<file path="src/rtl/adder32_pkg.sv">
// Shared definitions for the integer datapath.
package adder32_pkg;
  localparam int XLEN = 32;
endpackage

</file>
<file path="src/rtl/cla4.sv">
// 4-bit carry-lookahead slice. Sum bits use internal lookahead carries.
// Group P/G feed the second-level lookahead in the parent.
module cla4 (
  input  logic [3:0] a,
  input  logic [3:0] b,
  input  logic       cin,
  output logic [3:0] s,
  output logic       P,
  output logic       G
);
  logic [3:0] p, g;
  logic [3:0] c;

  // Bit propagate/generate, flattened carries, and group terms.
  // The group terms do not depend on cin.
  always_comb begin
    p    = a ^ b;
    g    = a & b;
    c[0] = cin;
    c[1] = g[0] | (p[0] & cin);
    c[2] = g[1] | (p[1] & g[0]) | (p[1] & p[0] & cin);
    c[3] = g[2] | (p[2] & g[1]) | (p[2] & p[1] & g[0]) | (p[2] & p[1] & p[0] & cin);
    s    = p ^ c;
    P    = &p;
    G    = g[3] | (p[3] & g[2]) | (p[3] & p[2] & g[1]) | (p[3] & p[2] & p[1] & g[0]);
  end
endmodule

</file>
<file path="src/rtl/adder32.sv">
// 32-bit adder/subtractor with combinational result and flags, plus a
// registered copy. The carry tree uses eight cla4 slices and a
// second-level lookahead. The slice carries are flattened sums of
// products, so no carry ripples from one slice to the next.
module adder32
  import adder32_pkg::*;
(
  input  logic            CLK,
  input  logic            RST,
  input  logic [XLEN-1:0] A,
  input  logic [XLEN-1:0] B,
  input  logic            Sub,
  input  logic            Cin,
  output logic [XLEN-1:0] OUT,
  output logic            Cout,
  output logic            Overflow,
  output logic            Zero,
  output logic [XLEN-1:0] OUT_Q,
  output logic            Cout_Q,
  output logic            Overflow_Q,
  output logic            Zero_Q
);
  localparam int NSLICE = XLEN / 4;

  logic [XLEN-1:0]   bx;
  logic              c0;
  logic [NSLICE-1:0] gp, gg;
  logic [NSLICE:0]   cg;
  logic [XLEN-1:0]   sum;

  // Effective operand and carry-in. Subtraction is A + ~B + 1.
  always_comb begin
    bx = Sub ? ~B : B;
    c0 = Sub ? 1'b1 : Cin;
  end

  genvar i;
  generate
    for (i = 0; i < NSLICE; i++) begin : g_slice
      cla4 u_cla4 (
        .a   (A[4*i +: 4]),
        .b   (bx[4*i +: 4]),
        .cin (cg[i]),
        .s   (sum[4*i +: 4]),
        .P   (gp[i]),
        .G   (gg[i])
      );
    end
  endgenerate

  // Second-level lookahead. Each slice carry is built as
  //   c[k] = OR_j ( G[j] & P[k-1..j+1] )  |  ( P[k-1..0] & c0 ).
  // Every term uses only group P/G and c0, so the logic is two levels
  // deep per slice carry.
  always_comb begin
    logic prod;
    prod  = 1'b0;
    cg    = '0;
    cg[0] = c0;
    for (int k = 1; k <= NSLICE; k++) begin
      prod = c0;
      for (int m = 0; m < k; m++) prod = prod & gp[m];
      cg[k] = prod;
      for (int j = 0; j < k; j++) begin
        prod = gg[j];
        for (int m = j + 1; m < k; m++) prod = prod & gp[m];
        cg[k] = cg[k] | prod;
      end
    end
  end

  // Combinational result and flags. Overflow uses the sign rule,
  // which is equivalent to c31 ^ c32.
  always_comb begin
    OUT      = sum;
    Cout     = cg[NSLICE];
    Overflow = (A[XLEN-1] == bx[XLEN-1]) && (sum[XLEN-1] != A[XLEN-1]);
    Zero     = ~|sum;
  end

  // Registered copy. Reset to all zeros, including Zero_Q, which
  // marks the copy as "no valid result yet".
  always_ff @(posedge CLK or posedge RST) begin
    if (RST) begin
      OUT_Q      <= '0;
      Cout_Q     <= 1'b0;
      Overflow_Q <= 1'b0;
      Zero_Q     <= 1'b0;
    end else begin
      OUT_Q      <= OUT;
      Cout_Q     <= Cout;
      Overflow_Q <= Overflow;
      Zero_Q     <= Zero;
    end
  end
endmodule

</file>
<file path="config.mk">
export PLATFORM = sky130hd
export DESIGN_NAME = adder32
export DESIGN_NICKNAME = d
export VERILOG_FILES = /design/src/rtl/adder32_pkg.sv /design/src/rtl/cla4.sv /design/src/rtl/adder32.sv
export SDC_FILE = /design/constraint.sdc
export NUM_CORES = 1
export LEC_CHECK = 0
export ABC_CLOCK_PERIOD_IN_PS = 8000
export BUFFER_PORTS_ARGS = -buffer_cell sky130_fd_sc_hd__buf_2
export CORE_ASPECT_RATIO = 1.2
export CORE_UTILIZATION = 51
export CTS_CLUSTER_DIAMETER = 150
export DETAILED_ROUTE_END_ITERATION = 7
export PLACE_DENSITY = 0.95
export SYNTH_ARGS = -nofsm -noshare
export SYNTH_HDL_FRONTEND = slang
export SYNTH_SLANG_ARGS = --single-unit
</file>
<file path="constraint.sdc">
create_clock -name CLK -period 8 [get_ports CLK]
set_clock_uncertainty 0.15 [all_clocks]
set_input_delay 0.8 -clock CLK [delete_from_list [all_inputs] [get_ports CLK]]
set_output_delay 0.8 -clock CLK [all_outputs]
set_load 0.005 [all_outputs]
</file>
; Yosys cells after proc, flatten, opt, wreduce, memory -nomap -nowiden
; Cells that the tools add are included.
[totals]
ff_bits = 35
latchBits = 0
mem_bits_rw = 0
mem_bits_ro = 0
input_bits = 68
output_inout_bits = 70
word_cells = 300
n_memories = 0
[classes]
add_sub_neg = 0
n_mul = 0
div = 0
magnitude_cmp = 0
eq_ne = 2
shifts = 0
mux = 2
n_bitwise = 281
reduce_logical = 11
[op_table]
columns = operator, count
row1 = bitwise AND 1 bit, 148
row2 = OR 1 bit, 108
row3 = XOR 4 bit, 16
row4 = bitwise AND 4 bit, 8
row5 = two-way mux 32 bit, 1
row6 = NOT 32 bit, 1
row7 = AND reduction 4 bit, 8
row8 = OR reduction 32 bit, 1
row9 = equality test 1 bit, 1
row10 = logical AND 1 bit, 1
row11 = logical NOT 1 bit, 1
row12 = two-way mux 1 bit, 1
row13 = inequality test 1 bit, 1

; Logic depth before layout (Yosys ltp)
[logic_depth]
ltp_word = 25
mapped_depth = 19

; By module
; A second synthesis with hierarchy kept.
[unflattened]
hier_cells = 285
hier_area_um2 = 2857.7
[modules_own_cells]
columns = mod, instances, cells_per_inst, area_per_inst_um2, seq_area_each_um2
row1 = cla4, 8, 22, 182.7, 0.0
row2 = adder32, 1, 109, 1396.3, 875.8

; Least setup slack after synthesis
; Ideal clock, no wire load.
[synth_path]
path_type = input port to output port
startpoint = input Sub
endpoint = output Zero
t_arrival_ns = 5.154
t_required_ns = 7.050
path_slack_ns = 1.896
path_stages = 19
path_buffers = 2
path_cell_list = buf_6 > clkbuf_1 > xor2_1 > ha_1 > nand2_1 > o211ai_1 > nand4_1 > o21ai_2 > a21oi_1 > nand2b_1 > and2_1 > fa_1 > xnor2_1 > nor4_1 > nand3_1 > a211oi_1 > and4bb_1 > or4b_1 > a2111oi_2
[synth_rtl]
columns = element, line_no
row1 = "start, declared", adder32.sv:12  ; input logic Sub,
row2 = two-way mux 32 bit, adder32.sv:33  ; bx = Sub ? ~B : B;
row3 = XOR 4 bit or bitwise AND 4 bit (tied branches), "cla4.sv:17, cla4.sv:18"
row4 = bitwise AND 1 bit, cla4.sv:25  ; G = g[3] | (p[3] & g[2]) | (p[3] & p[2] & g[1]) | (p[3] & p[2] & p[1] & g[0]);
row5 = OR 1 bit or bitwise AND 1 bit (tied branches) (2 in a row), cla4.sv:25
row6 = OR 1 bit, cla4.sv:25
row7 = bitwise AND 1 bit (5 in a row), adder32.sv:66  ; for (int m = j + 1; m < k; m++) prod = prod & gp[m];
row8 = OR 1 bit (6 in a row), adder32.sv:67  ; cg[k] = cg[k] | prod;
row9 = bitwise AND 1 bit, cla4.sv:20  ; c[1] = g[0] | (p[0] & cin);
row10 = OR 1 bit, cla4.sv:20
row11 = XOR 4 bit (*), cla4.sv:23  ; s = p ^ c;
row12 = named net OUT[25], adder32.sv:14  ; output logic [XLEN-1:0] OUT,
row13 = OR reduction 32 bit (*), adder32.sv:78  ; Zero = ~|sum;
row14 = logical NOT 1 bit (*), adder32.sv:78
row15 = "end, declared", adder32.sv:17  ; output logic Zero,
; The timed path passes the listed nets; every way through them passes the cells marked *.

; Final worst setup path
[layout_path]
startpoint = input Sub
endpoint = output Zero
[layout_between]
elab_chain_len = 24
[layout_rtl]
columns = element, line_no
row1 = two-way mux 32 bit, adder32.sv:33
row2 = XOR 4 bit or bitwise AND 4 bit (tied branches), "cla4.sv:17, cla4.sv:18"
row3 = bitwise AND 1 bit, cla4.sv:25
row4 = OR 1 bit or bitwise AND 1 bit (tied branches) (2 in a row), cla4.sv:25
row5 = OR 1 bit, cla4.sv:25
row6 = bitwise AND 1 bit (6 in a row), adder32.sv:66
row7 = OR 1 bit (7 in a row), adder32.sv:67
row8 = bitwise AND 1 bit (on tied branches), "cla4.sv:20, cla4.sv:21, cla4.sv:22"
row9 = OR 1 bit (on tied branches), "cla4.sv:20, cla4.sv:21, cla4.sv:22"
row10 = XOR 4 bit, cla4.sv:23
row11 = OR reduction 32 bit (*), adder32.sv:78
row12 = logical NOT 1 bit (*), adder32.sv:78
; Mark *: on every way between the ends. The rest lies on a longest branch, timed or not.

==> impl_metrics.py <==
metrics = {
    "pwr": {
        "power_mw": 0.803,
        "p_clk_frac": 0.201,
        "p_leak_nw": 1.95,
        "peakVddDrop_v": 0.0000987,
        "p_seq_frac": 0.301,
        "power.density_mw_per_mm2": 216,
        "swShare": 0.374,
        "switchingPower_mw": 0.300,
        "power_frac_comb": 0.497,
        "p_int_mw": 0.503,
    },
    "timing": {
        "fmax_mhz": 149,
        "fin_hold_ws_ns": 0.458,
        "worst_pin_slew_ns": 0.736,
        "finalHoldViolations": 0,
        "setup_viol": 0,
        "fin_crit_ns": 6.72,
        "finalSetupTns_ns": 0,
        "rsz0062_at_grt": "no",
        "maxSlewHeadroom": 0.506,
        "drv_slew": 0,
        "fin_crit_sh": 0.841,
    },
    "detailed_routing": {
        "wl_met1_um": 2870,
        "wl_per_cell_um": 14.7,
        "drtPass1Iterations": 4,
        "wl_met3_um": 484,
        "drtIter0Drc": 68,
        "top_layer": "met4",
        "via_per_inst": 5.41,
        "vias": 2671,
        "met2_length_um": 3650,
        "drc": 0,
        "wl_um": 7280,
        "antenna_left": 0,
    },
    "run": {
        "max-cap-violations": 0,
    },
    "synth": {
        "ys.flop_type": "dfrtp_1",
        "ys_types": 48,
        "synth-seq-cells": 35,
        "syn_inst": 289,
        "async_flop_share": 1.00,
        "ys_warn_count": 0,
        "syn_area_mm2": 0.00285,
        "postSynthAreaPerCell_um2": 9.86,
        "synth_top_area_cell": "dfrtp_1",
        "synth.area.top_cells": "dfrtp_1 31%, ha_1 14%, xor2_1 12%, fa_1 5.6%, xnor2_1 4.9%",
        "ys_seq_area_frac": 0.307,
        "synthDominantCellAreaShare": 0.307,
        "syn_nets": 397,
        "synth_edf_count": 0,
    },
    "place": {
        "place_congestion": 0.862,
        "dpl.hpwl_um": 6090,
        "port_buffers": 137,
        "placed_cells": 486,
    },
    "critical_path": {
        "cp-start-kind": "primary input",
        "crit_required_ns": 7.05,
        "crit_type": "primary input to output port",
        "end_kind": "output port",
        "worstPathArrival_ns": 5.77,
        "cp_max_fo": 24,
    },
    "final_layout": {
        "syn_to_final_growth_pct": 30.5,
        "multi_input_area_mm2": 0.00185,
        "antenna_cells": 0,
        "layout_common_cells": "137 x buf_2, 39 x xor2_1, 35 x dfrtp_1, 32 x ha_1, 26 x inv_1",
        "drive_gt1_frac": 0.366,
        "final_common_cell": "buf_2",
        "layout.nets": 539,
        "seqCellArea_um2": 876,
        "fin_util": 0.697,
        "nFillCells": 420,
        "instances_no_fill": 494,
    },
    "global_routing": {
        "grt_pass1_wl_um": 12000,
        "grt_overflow": 0,
        "grt_max_degree": 36,
        "antenna_found_initial": 0,
        "grtUsageTotal": 0.257,
        "grt_pass1_vias": 2662,
    },
    "clock_tree": {
        "cts_sinks": 35,
        "cts_tree": "yes",
        "ctsHtreeMaxLevel": 2,
        "cts_made_buffers": 5,
        "clockRootBuffer": "clkbuf_8",
        "post-cts-setup-buffers": 0,
        "cts_hold_buffers": 0,
        "cts_resized": 0,
        "path_clk_slew_ns": 0.08,
        "cts_max_path_buffers": 2,
    },
    "die": {
        "die_h_um": 83.9,
        "die_x_um": 70.2,
        "die-area_mm2": 0.00589,
        "fp.coreArea_mm2": 0.00533,
        "ioPinCount": 138,
        "std_cell_rows": 29,
        "start_util": 0.534,
    },
    "min_path": {
        "min-delay-path-class": "primary input to async pin",
    },
    "status": {
        "status": "finished, final reports clean",
    },
}
-- worst max-delay path, stage by stage --
cell       delay (ns)
buf_2            0.53
xor2_1           0.15
ha_1             0.42
nand2_1          0.13
o211ai_1         0.25
nand4_1          0.19
o21ai_2          0.32
a21oi_1          0.17
nand2b_1         0.18
and2_1           0.17
fa_1             0.40
xnor2_1          0.16
nor4_1           0.34
nand3_1          0.12
a211oi_1         0.21
and4bb_1         0.21
or4b_1           0.45
a2111oi_2        0.38
buf_2            0.18
-- stage by stage --
stage | setup slack [ns] | instance area (µm²)
2_1_floorplan | 1.90 | 2850
3_3_place_gp | 1.41 | 3610
3_5_place_dp | 1.30 | 3610
4_1_cts | 1.29 | 3720
5_1_grt | 0.812 | 3720
6_report | 1.28 | 3720
-- metal layers --
layer	track usage	vias up
met5	0	-
li1	-	1289
met4	0.127	0
met3	0.0471	24
met1	0.292	1227
met2	0.454	131
-- flip-flops by register name, indices dropped and copies added, names as in the netlist --
signal / cells
OUT_Q: 32
Cout_Q: 1
Zero_Q: 1
Overflow_Q: 1
-- area by class of cell --
| cell class | count | share of cell area |
|---|---|---|
| clock buffers | 5 | 0.0185 |
| clock inverters | 3 | 0.0118 |
| inverters | 26 | 0.0262 |
| multi-input cells | 224 | 0.499 |
| flip-flops and latches | 35 | 0.236 |
| well taps | 62 | 0.0209 |
| repair buffers | 139 | 0.188 |
-- path summary, 6_finish.rpt --
path / end / slack (ns) / startpoint
max in group asynchronous: OUT_Q[6] / 6.93 / RST
worst min-delay path: OUT_Q[9] / 0.46 / RST
min in group CLK: Overflow_Q / 0.72 / A[31]
worst max-delay path: Zero / 1.28 / Sub
-- power by group through the flow --
stage / Sequential, mW / Clock (mW) / Combinational, mW
CTS: 0.242 / 0.165 / 0.401
detailed placement: 0.246 / 0 / 0.398
global route: 0.246 / 0.171 / 0.441
floorplan: 0.256 / 0 / 0.212
global placement: 0.244 / 0 / 0.387
finish: 0.242 / 0.162 / 0.400
-- synth_stat cells, types with 4 or more instances --
library cell / number
nand4_1: 5
xnor2_1: 16
a21oi_1: 15
nor3_1: 4
dfrtp_1: 35
fa_1: 8
inv_1: 26
nand3_1: 7
o21ai_0: 4
nand2_1: 13
a21o_1: 9
ha_1: 32
nor2_1: 19
xor2_1: 39
o211ai_1: 4
-- kinds of logic (layout without fill, tap and decap cells) --
logic type                 after synthesis  after routing  share of synthesized area
AOI/OAI and AO/OA                       58             58                      0.149
xor gates and xnor gates                55             55                      0.169
adders and majority gates               40             40                      0.197
buffers and inverters                   30            173                     0.0421
DFF                                     35             35                      0.307
muxes                                    3              3                     0.0110
and+or+nand+nor                         68             68                      0.125
No activity file was read; power rests on OpenSTA's default activity.
